===== config.mk =====
export PLATFORM = sky130hd
export DESIGN_NAME = body_cmd_receiver_flat
export DESIGN_NICKNAME = d
export VERILOG_FILES = /design/src/rtl/body_cmd_receiver_pkg.sv /design/src/rtl/body_cmd_receiver_if.sv /design/src/rtl/body_bit_sampler.sv /design/src/rtl/body_cmd_receiver.sv /design/src/flat_wrapper.sv
export SDC_FILE = /design/constraint.sdc
export NUM_CORES = 1
export LEC_CHECK = 0
export ABC_AREA = 1
export BUFFER_PORTS_ARGS = -buffer_cell sky130_fd_sc_hd__buf_4
export CAP_MARGIN = 10
export CELL_PAD_IN_SITES_DETAIL_PLACEMENT = 0
export CELL_PAD_IN_SITES_GLOBAL_PLACEMENT = 1
export CORE_MARGIN = 3
export CORE_UTILIZATION = 45
export CTS_BUF_LIST = sky130_fd_sc_hd__clkbuf_2
export DETAILED_ROUTE_END_ITERATION = 10
export GPL_TIMING_DRIVEN = 1
export PLACE_DENSITY_LB_ADDON = 0.1
export REMOVE_ABC_BUFFERS = 1
export SYNTH_ARGS = -nofsm -noshare
export SYNTH_HDL_FRONTEND = slang
export SYNTH_SLANG_ARGS = --single-unit

===== constraint.sdc =====
create_clock -name CLK -period 2.22 [get_ports CLK]
set_input_delay 0.333 -clock CLK [delete_from_list [all_inputs] [get_ports CLK]]
set_output_delay 0.333 -clock CLK [all_outputs]
set_load 0.03 [all_outputs]

===== src/rtl/body_cmd_receiver_pkg.sv =====
// Shared definitions for the body command link: frame layout, payload bit map,
// receiver FSM encoding and the command bundle with its reset / fail-safe values.
package body_cmd_receiver_pkg;

    localparam int unsigned FRAME_BITS = 19;
    localparam int unsigned DATA_BITS  = FRAME_BITS - 3;

    localparam int unsigned PosRight   = 0;
    localparam int unsigned PosLeft    = 1;
    localparam int unsigned PosBrake   = 2;
    localparam int unsigned PosDTime   = 3;
    localparam int unsigned PosLBeam   = 4;
    localparam int unsigned PosHBeam   = 5;
    localparam int unsigned PosPark    = 6;
    localparam int unsigned PosReverse = 7;
    localparam int unsigned PosDrive   = 8;
    localparam int unsigned PosRpmLsb  = 9;
    localparam int unsigned PosRsvLsb  = 13;

    typedef enum logic [2:0] {
        StIdle,
        StStart,
        StData,
        StParity,
        StStop
    } rx_state_e;

    typedef struct packed {
        logic       right;
        logic       left;
        logic       brake;
        logic       d_time;
        logic       l_beam;
        logic       h_beam;
        logic       park;
        logic       reverse;
        logic       drive;
        logic [3:0] rpm;
    } cmd_t;

    localparam cmd_t CmdReset = '{right: 1'b0, left: 1'b0, brake: 1'b0, d_time: 1'b0,
                                  l_beam: 1'b0, h_beam: 1'b0, park: 1'b1, reverse: 1'b0,
                                  drive: 1'b0, rpm: 4'd0};

    function automatic cmd_t decode_payload(input logic [15:0] p);
        cmd_t c;
        c.right   = p[PosRight];
        c.left    = p[PosLeft];
        c.brake   = p[PosBrake];
        c.d_time  = p[PosDTime];
        c.l_beam  = p[PosLBeam];
        c.h_beam  = p[PosHBeam];
        c.park    = p[PosPark];
        c.reverse = p[PosReverse];
        c.drive   = p[PosDrive];
        c.rpm     = p[PosRpmLsb +: 4];
        return c;
    endfunction

    function automatic logic frame_ok(input logic [15:0] p, input logic par);
        logic gear_multi;
        gear_multi = (p[PosPark] & p[PosReverse]) | (p[PosPark] & p[PosDrive]) |
                     (p[PosReverse] & p[PosDrive]);
        return (^{p, par} == 1'b0) && (p[PosRsvLsb +: 3] == 3'b000) && !gear_multi;
    endfunction

    // Link lost: stop blinking, light the car up, hold the gear.
    function automatic cmd_t fail_safe(input cmd_t c);
        cmd_t f;
        f        = c;
        f.right  = 1'b0;
        f.left   = 1'b0;
        f.brake  = 1'b1;
        f.l_beam = 1'b1;
        f.h_beam = 1'b0;
        f.d_time = 1'b0;
        f.rpm    = 4'd0;
        return f;
    endfunction

endpackage


===== src/rtl/body_cmd_receiver_if.sv =====
// Serial line plus registered driver-command bus of the body command receiver.
interface body_cmd_receiver_if #(
    parameter int unsigned ERR_W = 8
);
    logic             sdata;
    logic             right;
    logic             left;
    logic             brake;
    logic             d_time;
    logic             l_beam;
    logic             h_beam;
    logic             park;
    logic             reverse;
    logic             drive;
    logic [3:0]       rpm;
    logic             frame_valid;
    logic             link_ok;
    logic [ERR_W-1:0] frame_err_cnt;

    modport master (
        output sdata,
        input  right, left, brake, d_time, l_beam, h_beam, park, reverse, drive, rpm,
        input  frame_valid, link_ok, frame_err_cnt
    );

    modport slave (
        input  sdata,
        output right, left, brake, d_time, l_beam, h_beam, park, reverse, drive, rpm,
        output frame_valid, link_ok, frame_err_cnt
    );
endinterface


===== src/rtl/body_bit_sampler.sv =====
// Line front end: 2-FF synchroniser, falling-edge detect and the bit timer that
// strobes mid-bit samples while the receiver FSM is active.
module body_bit_sampler #(
    parameter int unsigned BIT_CYCLES = 16
) (
    input  logic clk_i,
    input  logic rst_i,
    input  logic sdata_i,
    input  logic load_i,
    input  logic run_i,
    output logic fall_o,
    output logic strobe_o,
    output logic bit_o
);
    localparam int unsigned TW = $clog2(BIT_CYCLES);

    logic [2:0]    sync_q, sync_d;
    logic [TW-1:0] cnt_q, cnt_d;

    always_comb begin
        sync_d = {sync_q[1:0], sdata_i};
        cnt_d  = cnt_q;
        // First strobe lands half a bit after the edge, then one per bit period.
        if (load_i) begin
            cnt_d = TW'(BIT_CYCLES / 2 - 1);
        end else if (run_i) begin
            cnt_d = (cnt_q == '0) ? TW'(BIT_CYCLES - 1) : cnt_q - TW'(1);
        end
    end

    always_ff @(posedge clk_i) begin
        if (rst_i) begin
            sync_q <= 3'b111;
            cnt_q  <= '0;
        end else begin
            sync_q <= sync_d;
            cnt_q  <= cnt_d;
        end
    end

    assign bit_o    = sync_q[1];
    assign fall_o   = sync_q[2] & ~sync_q[1];
    assign strobe_o = run_i & (cnt_q == '0);

endmodule


===== src/rtl/body_cmd_receiver.sv =====
// Body command link receiver: frames 19-bit serial words, validates them and
// drives the registered command bus with link-loss fail-safe and error counting.
module body_cmd_receiver
    import body_cmd_receiver_pkg::*;
#(
    parameter int unsigned BIT_CYCLES     = 16,
    parameter int unsigned TIMEOUT_CYCLES = 100000,
    parameter int unsigned ERR_W          = 8
) (
    input  logic              CLK,
    input  logic              RST,
    body_cmd_receiver_if.slave bus
);
    localparam int unsigned     ToW      = $clog2(TIMEOUT_CYCLES);
    localparam logic [ToW-1:0]  ToLast   = ToW'(TIMEOUT_CYCLES - 1);
    localparam logic [3:0]      LastData = 4'(DATA_BITS - 1);

    rx_state_e        state_q, state_d;
    logic [3:0]       bit_cnt_q, bit_cnt_d;
    logic [15:0]      shift_q, shift_d;
    logic             par_q, par_d;
    cmd_t             cmd_q, cmd_d;
    logic             fv_q, fv_d;
    logic             link_q, link_d;
    logic [ERR_W-1:0] err_q, err_d;
    logic [ToW-1:0]   to_q, to_d;

    logic fall, strobe, bit_val, load, run;
    logic frame_done, accept, reject;
    cmd_t rx_cmd;

    assign run = (state_q != StIdle);

    body_bit_sampler #(
        .BIT_CYCLES(BIT_CYCLES)
    ) u_sampler (
        .clk_i   (CLK),
        .rst_i   (RST),
        .sdata_i (bus.sdata),
        .load_i  (load),
        .run_i   (run),
        .fall_o  (fall),
        .strobe_o(strobe),
        .bit_o   (bit_val)
    );

    always_comb begin
        state_d    = state_q;
        bit_cnt_d  = bit_cnt_q;
        shift_d    = shift_q;
        par_d      = par_q;
        load       = 1'b0;
        frame_done = 1'b0;
        unique case (state_q)
            StIdle: begin
                if (fall) begin
                    load    = 1'b1;
                    state_d = StStart;
                end
            end
            StStart: begin
                if (strobe) begin
                    state_d   = bit_val ? StIdle : StData;
                    bit_cnt_d = '0;
                end
            end
            StData: begin
                if (strobe) begin
                    shift_d = {bit_val, shift_q[15:1]};
                    if (bit_cnt_q == LastData) begin
                        state_d = StParity;
                    end else begin
                        bit_cnt_d = bit_cnt_q + 4'd1;
                    end
                end
            end
            StParity: begin
                if (strobe) begin
                    par_d   = bit_val;
                    state_d = StStop;
                end
            end
            StStop: begin
                if (strobe) begin
                    frame_done = 1'b1;
                    state_d    = StIdle;
                end
            end
            default: state_d = StIdle;
        endcase
    end

    assign accept = frame_done & bit_val & frame_ok(shift_q, par_q);
    assign reject = frame_done & ~accept;

    always_comb begin
        cmd_d  = cmd_q;
        fv_d   = 1'b0;
        link_d = link_q;
        err_d  = err_q;
        to_d   = to_q;
        rx_cmd = decode_payload(shift_q);
        // A frame with no gear selected leaves the gear selector where it was.
        if (!(rx_cmd.park | rx_cmd.reverse | rx_cmd.drive)) begin
            rx_cmd.park    = cmd_q.park;
            rx_cmd.reverse = cmd_q.reverse;
            rx_cmd.drive   = cmd_q.drive;
        end
        if (accept) begin
            cmd_d  = rx_cmd;
            fv_d   = 1'b1;
            link_d = 1'b1;
            to_d   = '0;
        end else if (to_q == ToLast) begin
            cmd_d  = fail_safe(cmd_q);
            link_d = 1'b0;
        end else begin
            to_d = to_q + ToW'(1);
        end
        if (reject && (err_q != '1)) begin
            err_d = err_q + ERR_W'(1);
        end
    end

    always_ff @(posedge CLK) begin
        if (RST) begin
            state_q   <= StIdle;
            bit_cnt_q <= '0;
            shift_q   <= '0;
            par_q     <= 1'b0;
            cmd_q     <= CmdReset;
            fv_q      <= 1'b0;
            link_q    <= 1'b0;
            err_q     <= '0;
            to_q      <= '0;
        end else begin
            state_q   <= state_d;
            bit_cnt_q <= bit_cnt_d;
            shift_q   <= shift_d;
            par_q     <= par_d;
            cmd_q     <= cmd_d;
            fv_q      <= fv_d;
            link_q    <= link_d;
            err_q     <= err_d;
            to_q      <= to_d;
        end
    end

    assign bus.right         = cmd_q.right;
    assign bus.left          = cmd_q.left;
    assign bus.brake         = cmd_q.brake;
    assign bus.d_time        = cmd_q.d_time;
    assign bus.l_beam        = cmd_q.l_beam;
    assign bus.h_beam        = cmd_q.h_beam;
    assign bus.park          = cmd_q.park;
    assign bus.reverse       = cmd_q.reverse;
    assign bus.drive         = cmd_q.drive;
    assign bus.rpm           = cmd_q.rpm;
    assign bus.frame_valid   = fv_q;
    assign bus.link_ok       = link_q;
    assign bus.frame_err_cnt = err_q;

endmodule


===== src/flat_wrapper.sv =====
// flat-port wrapper written by rule: the top's interface ports become plain ports
module body_cmd_receiver_flat import body_cmd_receiver_pkg::*;
#(
    parameter int unsigned BIT_CYCLES     = 16,
    parameter int unsigned TIMEOUT_CYCLES = 100000,
    parameter int unsigned ERR_W          = 8
)
  (CLK, RST, bus_sdata, bus_right, bus_left, bus_brake, bus_d_time, bus_l_beam, bus_h_beam, bus_park, bus_reverse, bus_drive, bus_rpm, bus_frame_valid, bus_link_ok, bus_frame_err_cnt);
  body_cmd_receiver_if #(.ERR_W(ERR_W)) bus_i ();
  input  logic CLK;
  input  logic RST;
  input wire logic [$bits(bus_i.sdata)-1:0] bus_sdata;
  output wire logic [$bits(bus_i.right)-1:0] bus_right;
  output wire logic [$bits(bus_i.left)-1:0] bus_left;
  output wire logic [$bits(bus_i.brake)-1:0] bus_brake;
  output wire logic [$bits(bus_i.d_time)-1:0] bus_d_time;
  output wire logic [$bits(bus_i.l_beam)-1:0] bus_l_beam;
  output wire logic [$bits(bus_i.h_beam)-1:0] bus_h_beam;
  output wire logic [$bits(bus_i.park)-1:0] bus_park;
  output wire logic [$bits(bus_i.reverse)-1:0] bus_reverse;
  output wire logic [$bits(bus_i.drive)-1:0] bus_drive;
  output wire logic [$bits(bus_i.rpm)-1:0] bus_rpm;
  output wire logic [$bits(bus_i.frame_valid)-1:0] bus_frame_valid;
  output wire logic [$bits(bus_i.link_ok)-1:0] bus_link_ok;
  output wire logic [$bits(bus_i.frame_err_cnt)-1:0] bus_frame_err_cnt;
  assign bus_i.sdata = bus_sdata;
  assign bus_right = bus_i.right;
  assign bus_left = bus_i.left;
  assign bus_brake = bus_i.brake;
  assign bus_d_time = bus_i.d_time;
  assign bus_l_beam = bus_i.l_beam;
  assign bus_h_beam = bus_i.h_beam;
  assign bus_park = bus_i.park;
  assign bus_reverse = bus_i.reverse;
  assign bus_drive = bus_i.drive;
  assign bus_rpm = bus_i.rpm;
  assign bus_frame_valid = bus_i.frame_valid;
  assign bus_link_ok = bus_i.link_ok;
  assign bus_frame_err_cnt = bus_i.frame_err_cnt;
  body_cmd_receiver #(.BIT_CYCLES(BIT_CYCLES), .TIMEOUT_CYCLES(TIMEOUT_CYCLES), .ERR_W(ERR_W)) u_core (.CLK(CLK), .RST(RST), .bus(bus_i));
endmodule

==> results.txt, run 1 <==
minimum clock period: 1.996 ns
R2R Path End: u_core.bus.rpm[3]$_SDFFE_PP0P_
Top Family by Delay on Critical Path: simple AND/OR/NAND/NOR gates
vias: 3008
hold path startpoint: RST
DR iter-0 viols: 150
n_diodes: 0
max-slew violation count: 0
EDFF count, synth: 0
area of the die: 8618 um^2
CP bufs+invs: 2
share of the synthesized area in the top cell type: 0.4189
final worst setup slack: 0.2244 ns
Fin Clk Skew: 0.03294 ns
standard-cell rows: 31
Post-DP HPWL: 4840 um
total placed instance area: 3669 um^2
Cells after Synth: 475
num ports: 26
crit-path cells: inv_1 > ha_1 > nand2_1 > nor2_2 > nand2_2 > nor3b_2 > nand3_4 > nor2_4 > buf_4 > nand2_1 > o21ai_0
main flop type after synthesis: dfxtp_1
Starting Density: 0.4653
Worst Tran Pin Value: 0.4891 ns
synth top area cells: dfxtp_1 42%, nand2_1 15%, a21oi_1 6.5%
hold worst-path end: u_core.bit_cnt_q[3]$_SDFFE_PP0P_
TritonCTS clock tree: done
drt wl/cell: 11.77 um
CTS root buf: clkbuf_2
largest net degree at the start of global routing: 34
worst reg2reg startpoint: u_core.u_sampler.cnt_q[1]$_SDFFE_PP0P_
Worst Setup Start Kind: flop
status: finished clean
ys async rst share: 0
die width: 92.84 um
maximum vdd drop: 299.0 uV
final hold vios: 0
most common cell in the netlist: nand2_1
crit end category: flop
cell repeated most along the worst path: nand2_1
initial antenna violation count: 0
Netlist cell types: 37
register bit count reported by yosys: 71
Syn-to-layout area delta: 13.79%
reg2reg path depth: 11
PwrDens: 594.2 nW/um^2
vias in the first global route: 2761
warning count from the yosys run: 0
clock buffer depth: 2
Worst Path Required: 2.63 ns
sequential area share after synthesis: 0.4189
H-tree depth: 3
r2r setup slk: 0.22 ns
Worst Hold Class: in -> reg
Rel. slew slack: 0.6729
gpl congestion: 0.7957
ANT nets after route: 0
total gr overflow: 0
vias per cell: 4.883
core box area: 7292 um^2
total CTS buffers: 9
MaxCap Viol Count: 0
DRT Pass-1 Iters: 4
Worst Path Arrival: 2.40 ns
# clock sinks: 71
leakage: 1.602 nW
Total GRT Usage: 0.1730
WS Path Type: reg -> reg
setup TNS: 0 ns
global-route wire length before repair: 12050 um
Final Cell Area: 3861 um^2
nets: 522
post-synthesis area per instance: 7.144 um^2
fmax: 0.5011 GHz
slowest cell on the critical path: dfxtp_1
Die Height: 92.84 um
Port Buf Inserts: 25
Util after Layout: 0.5295
period utilization: 0.8989
worst-path fanout max: 6
pre-CTS setup slack: 0.2639 ns
share of cells above drive strength 1: 0.1470
worst-skew pair later-pin latency: 0.50 ns
top cells by count, synth: 134 x nand2_1, 71 x dfxtp_1, 47 x inv_1, 44 x a21oi_1, 35 x nor2_1
Clock Pin Slew Worst Setup and Hold Paths: 0.19 ns
total power: 2.294 mW
Remaining DRCs: 0
crit-path max cell delay: 0.35 ns
Post-Syn Area: 3393 um^2
Final Setup Violations: 0
final WL: 7251 um
Min-Delay Path Depth: 2
leading area contributor after synthesis: dfxtp_1
[layer usage]
| layer | up-vias | track usage | wire length (um) |
|---|---|---|---|
| li1 | 1617 | - | - |
| met1 | 1336 | 0.2163 | 3620 |
| met5 | - | 0 | 0 |
| met2 | 43 | 0.2885 | 3269 |
| met3 | 12 | 0.03087 | 242 |
| met4 | 0 | 0.07937 | 119 |
[cell usage in the layout, fill, tap and decap left out, types with 2 or more instances in the layout]
cell type  netlist  layout
nand2_4          1       2
nand3_1         28      28
nor4_1           3       3
o21ai_0         32      32
nor3_1           7       7
ha_1             7       7
inv_1           47      47
clkinv_1         1       2
nor2_4           2       2
xnor2_1          8       8
nand4_1          8       8
nand2_1        134     132
inv_2            3       3
xor2_1           8       8
o211ai_1         2       2
a21oi_1         44      44
or2_2            5       5
clkbuf_2         0      12
dfxtp_1         71      70
buf_4            1      34
nand2_2          3       4
nor2_1          35      35
nor2_2           4       4
[cell families after synthesis]
group,after synthesis,synth area share
fa+ha+maj,7,0.02581
simple gates,237,0.3134
flops,71,0.4189
buf+inv,61,0.07153
compound gates,83,0.1291
xor+xnor,16,0.04130
[flip-flops by register name (all words and copies together) (netlist names)]
register                  flops
u_core.to_q                  17
u_core.shift_q               16
u_core.bus.frame_err_cnt      8
u_core.bit_cnt_q              4
u_core.bus.rpm                4
u_core.u_sampler.cnt_q        4
u_core.state_q                3
u_core.u_sampler.sync_q       3
u_core.bus.brake              1
u_core.bus.d_time             1
u_core.bus.drive              1
u_core.bus.frame_valid        1
u_core.bus.h_beam             1
u_core.bus.l_beam             1
u_core.bus.left               1
u_core.bus.link_ok            1
u_core.bus.park               1
u_core.bus.reverse            1
u_core.bus.right              1
u_core.par_q                  1
[power by group]
group	internal (mW)	switching, mW	leakage, nW	total (mW)
logic	0.0803	0.166	0.958	0.246
clock network	0.269	0.445	0.0696	0.714
registers	1.31	0.0273	0.575	1.33
[worst register-to-register path: cells and delay by family, from the launching register on]
family	cells	cell delay, ns
compound gates	1	0.06
flops	1	0.35
fa+ha+maj	1	0.14
buf+inv	2	0.22
simple gates	7	1.14
[timing repair]
item,in CTS,in global routing
buffers inserted,0,7
hold endpoints to repair,1,0
setup endpoints to repair,0,19
gates resized for setup,0,5
hold buffers,1,0
[how the worst max path moves through the flow]
| stage | start | to | cells after the start |
|---|---|---|---|
| final | u_core.u_sampler.cnt_q[1]$_SDFFE_PP0P_ | u_core.bus.rpm[3]$_SDFFE_PP0P_ | 11 |
| after global routing | u_core.shift_q[8]$_SDFFE_PP0P_ | u_core.bus.rpm[2]$_SDFFE_PP0P_ | 13 |
| after CTS | u_core.shift_q[8]$_SDFFE_PP0P_ | u_core.bus.rpm[3]$_SDFFE_PP0P_ | 12 |
| after detailed placement | u_core.shift_q[8]$_SDFFE_PP0P_ | u_core.bus.brake$_SDFFE_PP0P_ | 13 |
| after global placement | u_core.shift_q[8]$_SDFFE_PP0P_ | u_core.bus.brake$_SDFFE_PP0P_ | 11 |
| after floorplan | u_core.shift_q[8]$_SDFFE_PP0P_ | u_core.bus.frame_err_cnt[1]$_SDFFE_PP0P_ | 13 |
[stage by stage]
stage	hold slack, ns	instances
final	0.1866	616
after global routing	0.1641	616
after CTS	0.1457	608
after detailed placement	0.3937	591
after global placement	0.3912	591
after floorplan	0.3895	465
[final cells by class]
cell class	instances	area [um^2]
clock buffer	12	60.06
timing repair buffer	35	265.3
sequential	71	1425
clock inverter	4	46.29
tap	99	123.9
multi-input combinational	344	1749
inverter	51	191.4
fill	761	3431
No activity file was read; power rests on OpenSTA's default activity.
==> inputs of run 2 (changes only) <==
- CELL_PAD_IN_SITES_DETAIL_PLACEMENT: 0 -> 1
- CELL_PAD_IN_SITES_GLOBAL_PLACEMENT: 1 -> 2
- CORE_UTILIZATION: 45 -> 35
- SLEW_MARGIN: default -> 40
==> run 2 against run 1 <==
Effect of this change:
- maximum frequency is 0.27% higher
- core utilization is 11 points lower
- critical path depth is 3 higher
- worst hold slack better by 0.021 ns
- cell count is 4.5% higher
- largest power group unchanged
- die area is 27% higher
- design area is 0.84% higher
- worst setup slack better by 0.0054 ns
==> results.txt, run 2 (synthesized netlist as in run 1, its figures left out) <==
reg2reg path depth: 14 (+3)
TritonCTS clock tree: done
DRT Pass-1 Iters: 4 (unchanged)
share of cells above drive strength 1: 0.1417 (-0.005254)
Worst Setup Start Kind: flop
Worst Hold Class: in -> reg
period utilization: 0.8965 (-0.002427)
global-route wire length before repair: 14750 um (+22%)
most frequent cells in the layout: 132 x nand2_1, 70 x dfxtp_1, 47 x inv_1
Post-DP HPWL: 6017 um (+24%)
Clock Pin Slew Worst Setup and Hold Paths: 0.21 ns (+0.02 ns)
Fin Clk Skew: 0.03731 ns (+0.004373 ns)
nets: 521 (-0.19%)
Final Cell Area: 3894 um^2 (+0.84%)
drt wl/cell: 13.18 um (+12%)
Port Buf Inserts: 25 (unchanged)
area of the die: 10910 um^2 (+27%)
vias in the first global route: 3171 (+15%)
Placed Instances: 623 (+5.4%)
setup TNS: 0 ns (unchanged)
n_diodes: 0 (unchanged)
Total GRT Usage: 0.1623 (-0.01067)
Min-Delay Path Depth: 2 (unchanged)
vias: 3163 (+5.2%)
final cell count without fillers: 644 (+4.5%)
slowest cell on the critical path: dfxtp_2
standard-cell rows: 35 (+13%)
Largest register FFs: 17 (unchanged)
num ports: 26 (unchanged)
total placed instance area: 3734 um^2 (+1.8%)
WS Path Type: reg -> reg
total CTS buffers: 9 (unchanged)
gpl congestion: 0.7641 (-4.0%)
die width: 104.5 um (+13%)
vias per cell: 4.911 (+0.58%)
Starting Density: 0.3638 (-0.1016)
ANT nets after route: 0 (unchanged)
maximum vdd drop: 336.5 uV (+13%)
Util after Layout: 0.4174 (-0.1121)
crit-path max cell delay: 0.37 ns (+0.02 ns)
crit end category: flop
largest net degree at the start of global routing: 34 (unchanged)
fmax: 0.5025 GHz (+0.27%)
Filler cells: 1230 (+62%)
Remaining DRCs: 0 (unchanged)
total power: 2.300 mW (+0.23%)
commonest non-fill, non-tap cell in the layout: nand2_1
minimum clock period: 1.990 ns (-0.005389 ns)
Syn-to-layout area delta: 14.75%
final WL: 8486 um (+17%)
Worst Path Required: 2.62 ns (about the same)
crit-path cells: inv_1 > ha_1 > inv_1 > nand3_1 > nand2_1 > inv_1 > nand2_1 > nand2_1 > nand2_2 > nand3_4 > nand2_2 > inv_1 > nor2_1 > nor2_1
worst-skew pair later-pin latency: 0.49 ns (about the same)
most flop-heavy register: u_core.to_q
Die Height: 104.5 um (+13%)
Final Setup Violations: 0 (unchanged)
initial antenna violation count: 0 (unchanged)
final hold vios: 0 (unchanged)
H-tree depth: 3 (unchanged)
status: finished clean
PwrDens: 590.6 nW/um^2 (-0.61%)
Worst Path Arrival: 2.39 ns (about the same)
max-slew violation count: 0 (unchanged)
Worst Tran Pin Value: 0.4374 ns (-0.05170 ns)
total gr overflow: 0 (unchanged)
# clock sinks: 71 (unchanged)
Rel. slew slack: 0.7061 (+0.03326)
worst-path fanout max: 7 (+1)
clock buffer depth: 2 (unchanged)
leakage: 1.587 nW (-0.95%)
core box area: 9328 um^2 (+28%)
CTS root buf: clkbuf_2
DR iter-0 viols: 65 (-57%)
cell repeated most along the worst path: inv_1
MaxCap Viol Count: 0 (unchanged)
[run 2: changes by cell type in the layout (fill, tap and decap cells not counted)]
| cell | delta |
|---|---|
| buf_4 | -3 |
| clkbuf_2 | -2 |
| buf_12 | +1 |
| clkinv_1 | +1 |
| dfxtp_2 | +1 |
| dfxtp_4 | -1 |
| nor2_2 | +1 |
[run 2: per-stage QoR]
stage	setup slack [ns]	hold slack [ns]
after floorplan	0.5142	0.3895
after global placement	0.2424	0.4186
after detailed placement	0.2010	0.4201
after CTS	0.1219	0.1482
after global routing	-0.01459	0.1592
final	0.2298	0.2074
[run 2: path summary, 6_finish.rpt]
| check | startpoint | endpoint | slack (ns) |
|---|---|---|---|
| min reg2reg | u_core.u_sampler.sync_q[0]$_SDFF_PP1_ | u_core.u_sampler.sync_q[1]$_SDFF_PP1_ | 0.46 |
| max | u_core.shift_q[13]$_SDFFE_PP0P_ | u_core.bus.frame_err_cnt[1]$_SDFFE_PP0P_ | 0.23 |
| max reg2reg | u_core.shift_q[13]$_SDFFE_PP0P_ | u_core.bus.frame_err_cnt[1]$_SDFFE_PP0P_ | 0.23 |
| min | RST | u_core.bus.frame_err_cnt[3]$_SDFFE_PP0P_ | 0.21 |
[run 2: worst max-delay path, delay by kind of cell (launching register included)]
family	cells	cell delay (ns)
fa+ha+maj	1	0.31
buf+inv	4	0.26
flops	1	0.37
simple gates	9	0.97
[run 2: metal layers]
metal | track usage | vias up | share of wire
li1 | - | 1623 | -
met1 | 0.2126 | 1493 | 0.50
met2 | 0.2643 | 37 | 0.46
met3 | 0.03786 | 10 | 0.029
met4 | 0.05033 | 0 | 0.013
met5 | 0 | - | 0
[run 2: repair_timing]
item / 4_1_cts / 5_1_grt
setup endpoints to repair: 0 / 33
buffers inserted: 0 / 3
hold buffers: 1 / 0
resized for setup: 0 / 4
endpoints found under the hold margin: 1 / 0
[run 2: cell type report]
type	count	area, um^2	area share
well taps	129	161.4	0.04145
repair buffers	33	262.8	0.06748
flip-flops and latches	71	1423	0.3654
clock inverters	5	50.05	0.01285
inverters	51	191.4	0.04916
clock buffers	10	50.05	0.01285
multi-input cells	345	1755	0.4508
[run 2: power by group]
| part | internal [mW] | switching (mW) | total, mW |
|---|---|---|---|
| logic | 0.0820 | 0.178 | 0.260 |
| registers | 1.31 | 0.0285 | 1.34 |
| clock network | 0.250 | 0.453 | 0.703 |
| total | 1.64 | 0.659 | 2.30 |
==> inputs of run 3 (changes only) <==
- ABC_AREA: 1 -> default
- CELL_PAD_IN_SITES_DETAIL_PLACEMENT: 1 -> 0
- CELL_PAD_IN_SITES_GLOBAL_PLACEMENT: 2 -> 1
- CORE_UTILIZATION: 35 -> 45
==> run 3 against run 2 <==
Effect of this change:
- first-iteration DRC count grew 29%
- clock skew shrank 0.018 ns
- non-clock buffer count grew 17
- critical path type unchanged
- largest cell class unchanged
==> results.txt, run 3 <==
status: finished clean
warning count from the yosys run: 0 (unchanged)
Clock power frac: 0.287 (-0.019)
num ports: 26 (unchanged)
commonest non-fill, non-tap cell in the layout: dfxtp_1
drt wl/cell: 13.46 um (+2.2%)
Post-Syn Area: 3163 um^2 (-6.8%)
share of the synthesized area in the top cell type: 0.4494 (+0.03049)
Worst Setup Start Kind: flop
Worst Path Arrival: 2.57 ns (+0.18 ns)
final hold vios: 0 (unchanged)
nets: 404 (-22%)
Largest register FFs: 17 (unchanged)
vias: 2528 (-20%)
period utilization: 0.9594 (+0.06292)
Cells after Synth: 354 (-25%)
synth top area cells: dfxtp_1 45%, mux2i_1 5.7%, nor2_1 4.4%
core box area: 6568 um^2 (-30%)
pre-CTS setup slack: 0.01409 ns (-0.1869 ns)
RSZ-0062 raised after global routing: true
register area: 1435 um^2 (+0.88%)
ANT nets after route: 0 (unchanged)
Port Buf Inserts: 25 (unchanged)
gpl congestion: 0.7879 (+3.1%)
Total GRT Usage: 0.1678 (+0.005447)
global-route wire length before repair: 11150 um (-24%)
sw power: 0.5243 mW (-20%)
Rel. slew slack: 0.7200 (+0.01388)
Fin Clk Skew: 0.01910 ns (-0.01821 ns)
standard-cell rows: 29 (-17%)
share of cells above drive strength 1: 0.2211 (+0.07936)
total power: 2.000 mW (-13%)
clock buffer depth: 2 (unchanged)
Min-Delay Path Depth: 2 (unchanged)
Syn-to-layout area delta: 19.38%
final WL: 6610 um (-22%)
CTS root buf: clkbuf_2
area of the die: 8071 um^2 (-26%)
crit end category: flop
Final Setup Violations: 0 (unchanged)
total gr overflow: 0 (unchanged)
fmax: 0.4695 GHz (-6.6%)
Min Hold Slack: 0.2075 ns (+0.0001420 ns)
Netlist cell types: 42 (+14%)
# clock sinks: 71 (unchanged)
ys async rst share: 0 (unchanged)
largest net degree at the start of global routing: 45 (+32%)
sequential area share after synthesis: 0.4494 (+0.03049)
leakage: 1.533 nW (-3.4%)
EDFF count, synth: 0 (unchanged)
Worst Path Required: 2.66 ns (+0.04 ns)
H-tree depth: 3 (unchanged)
post-synthesis area per instance: 8.935 um^2 (+25%)
maximum vdd drop: 365.9 uV (+8.7%)
Clock Pin Slew Worst Setup and Hold Paths: 0.18 ns (-0.03 ns)
Remaining DRCs: 0 (unchanged)
register bit count reported by yosys: 71 (unchanged)
max-slew violation count: 0 (unchanged)
TritonCTS clock tree: done
sequential power share: 0.652 (+0.071)
vias per cell: 5.149 (+4.8%)
Starting Density: 0.4816 (+0.1178)
worst-skew pair later-pin latency: 0.50 ns (about the same)
Filler cells: 620 (-50%)
DRT Pass-1 Iters: 4 (unchanged)
most frequent cells in the layout: 64 x dfxtp_1, 46 x buf_4, 37 x nor2_1
total CTS buffers: 9 (unchanged)
n_diodes: 0 (unchanged)
Internal Power: 1.475 mW (-10%)
vias in the first global route: 2417 (-24%)
Post-DP HPWL: 4441 um (-26%)
main flop type after synthesis: dfxtp_1
initial antenna violation count: 0 (unchanged)
final worst setup slack: 0.09015 ns (-0.1397 ns)
Die Height: 89.84 um (-14%)
DR iter-0 viols: 84 (+29%)
most flop-heavy register: u_core.to_q
Worst Tran Pin Value: 0.4145 ns (-0.02288 ns)
top cells by count, synth: 71 x dfxtp_1, 37 x nor2_1, 27 x nor3_1, 26 x a21oi_1, 21 x nand2_1
Sw Share: 0.2622 (-0.02430)
leading area contributor after synthesis: dfxtp_1
PwrDens: 529.5 nW/um^2 (-10%)
area of the multi-input gates: 1712 um^2 (-2.5%)
MaxCap Viol Count: 0 (unchanged)
Worst Hold Class: in -> reg
WS Path Type: reg -> reg
minimum clock period: 2.130 ns (+0.1397 ns)
power share of the combinational group: 0.061 (-0.052)
die width: 89.84 um (-14%)
worst-path fanout max: 6 (-1)
most common cell in the netlist: dfxtp_1
reg2reg path depth: 8 (-6)
==> run 3: cell types whose count changed in the layout (fill, tap and decap cells not counted), moves of 6 or more <==
cell      previous run  this run
mux2i_1              0        18
or3_1                0         7
buf_4               31        46
nand2_1            132        21
a21oi_1             44        23
nand3_1             28        14
inv_1               47         8
dfxtp_1             70        64
o21ai_0             32         9
o211ai_1             2         8
nor3_1               7        27
==> run 3: worst paths after layout <==
| kind | end | startpoint | slack (ns) |
|---|---|---|---|
| setup / recovery | u_core.bus.rpm[0]$_SDFFE_PP0P_ | u_core.shift_q[1]$_SDFFE_PP0P_ | 0.09 |
| hold / removal | u_core.bus.frame_err_cnt[5]$_SDFFE_PP0P_ | RST | 0.21 |
| setup reg to reg | u_core.bus.rpm[0]$_SDFFE_PP0P_ | u_core.shift_q[1]$_SDFFE_PP0P_ | 0.09 |
| hold reg to reg | u_core.u_sampler.sync_q[1]$_SDFF_PP1_ | u_core.u_sampler.sync_q[0]$_SDFF_PP1_ | 0.43 |
==> run 3: area by class of cell <==
| class | count | area share |
|---|---|---|
| Inverter | 8 | 0.007952 |
| Multi-Input combinational cell | 254 | 0.4533 |
| Clock buffer | 10 | 0.01325 |
| Timing Repair Buffer | 50 | 0.1077 |
| Sequential cell | 71 | 0.3801 |
| Tap cell | 93 | 0.03082 |
| Clock inverter | 5 | 0.006958 |
==> run 3: logic make-up (layout without fill, tap and decap cells) <==
| kind of cell | after synthesis | in the layout | synth area share |
|---|---|---|---|
| multiplexers | 18 | 18 | 0.05696 |
| AO/OA/AOI/OAI | 57 | 57 | 0.1116 |
| flip-flops | 71 | 71 | 0.4494 |
| adder cells (fa/ha/maj) | 7 | 7 | 0.02769 |
| XOR/XNOR | 29 | 29 | 0.08940 |
| buffers and inverters | 29 | 73 | 0.03758 |
| AND/OR/NAND/NOR | 143 | 143 | 0.2275 |
==> run 3: critical path, stage by stage (launching register included) <==
cell and delay, ns:
dfxtp_4 0.40, xnor2_4 0.16, xnor3_1 0.40, xnor3_2 0.46, nor2_4 0.16, buf_4 0.14, buf_4 0.14, nand2_1 0.06
a21oi_1 0.16
==> run 3: metal layers <==
metal / part of all wire / global-route usage
met1: 0.52 / 0.2367
met5: 0 / 0
met3: 0.036 / 0.04341
met4: 0.015 / 0.07535
met2: 0.43 / 0.2400
==> run 3: timing repair <==
item,CTS,global route
resized for setup,1,24
pin swaps,0,10
setup endpoints to repair,3,33
hold endpoints to repair,1,0
gates cloned,0,0
hold buffers,1,0
buffers inserted,0,1
==> run 3: power groups by stage <==
stage | clock network [mW] | registers, mW | logic (mW)
floorplan | 0 | 1.33 | 0.0639
global route | 0.653 | 1.31 | 0.137
finish | 0.574 | 1.30 | 0.123
CTS | 0.604 | 1.31 | 0.121
global placement | 0 | 1.33 | 0.117
detailed placement | 0 | 1.33 | 0.119
==> run 3: through the flow <==
step           std cells  setup TNS (ns)    util  area, um^2
6_report             491               0  0.5750        3776
5_1_grt              491        -0.04731  0.5750        3776
4_1_cts              491               0  0.5614        3687
3_5_place_dp         475               0  0.5475        3596
3_3_place_gp         475               0  0.5475        3596
2_1_floorplan        333          -9.756       -        3074
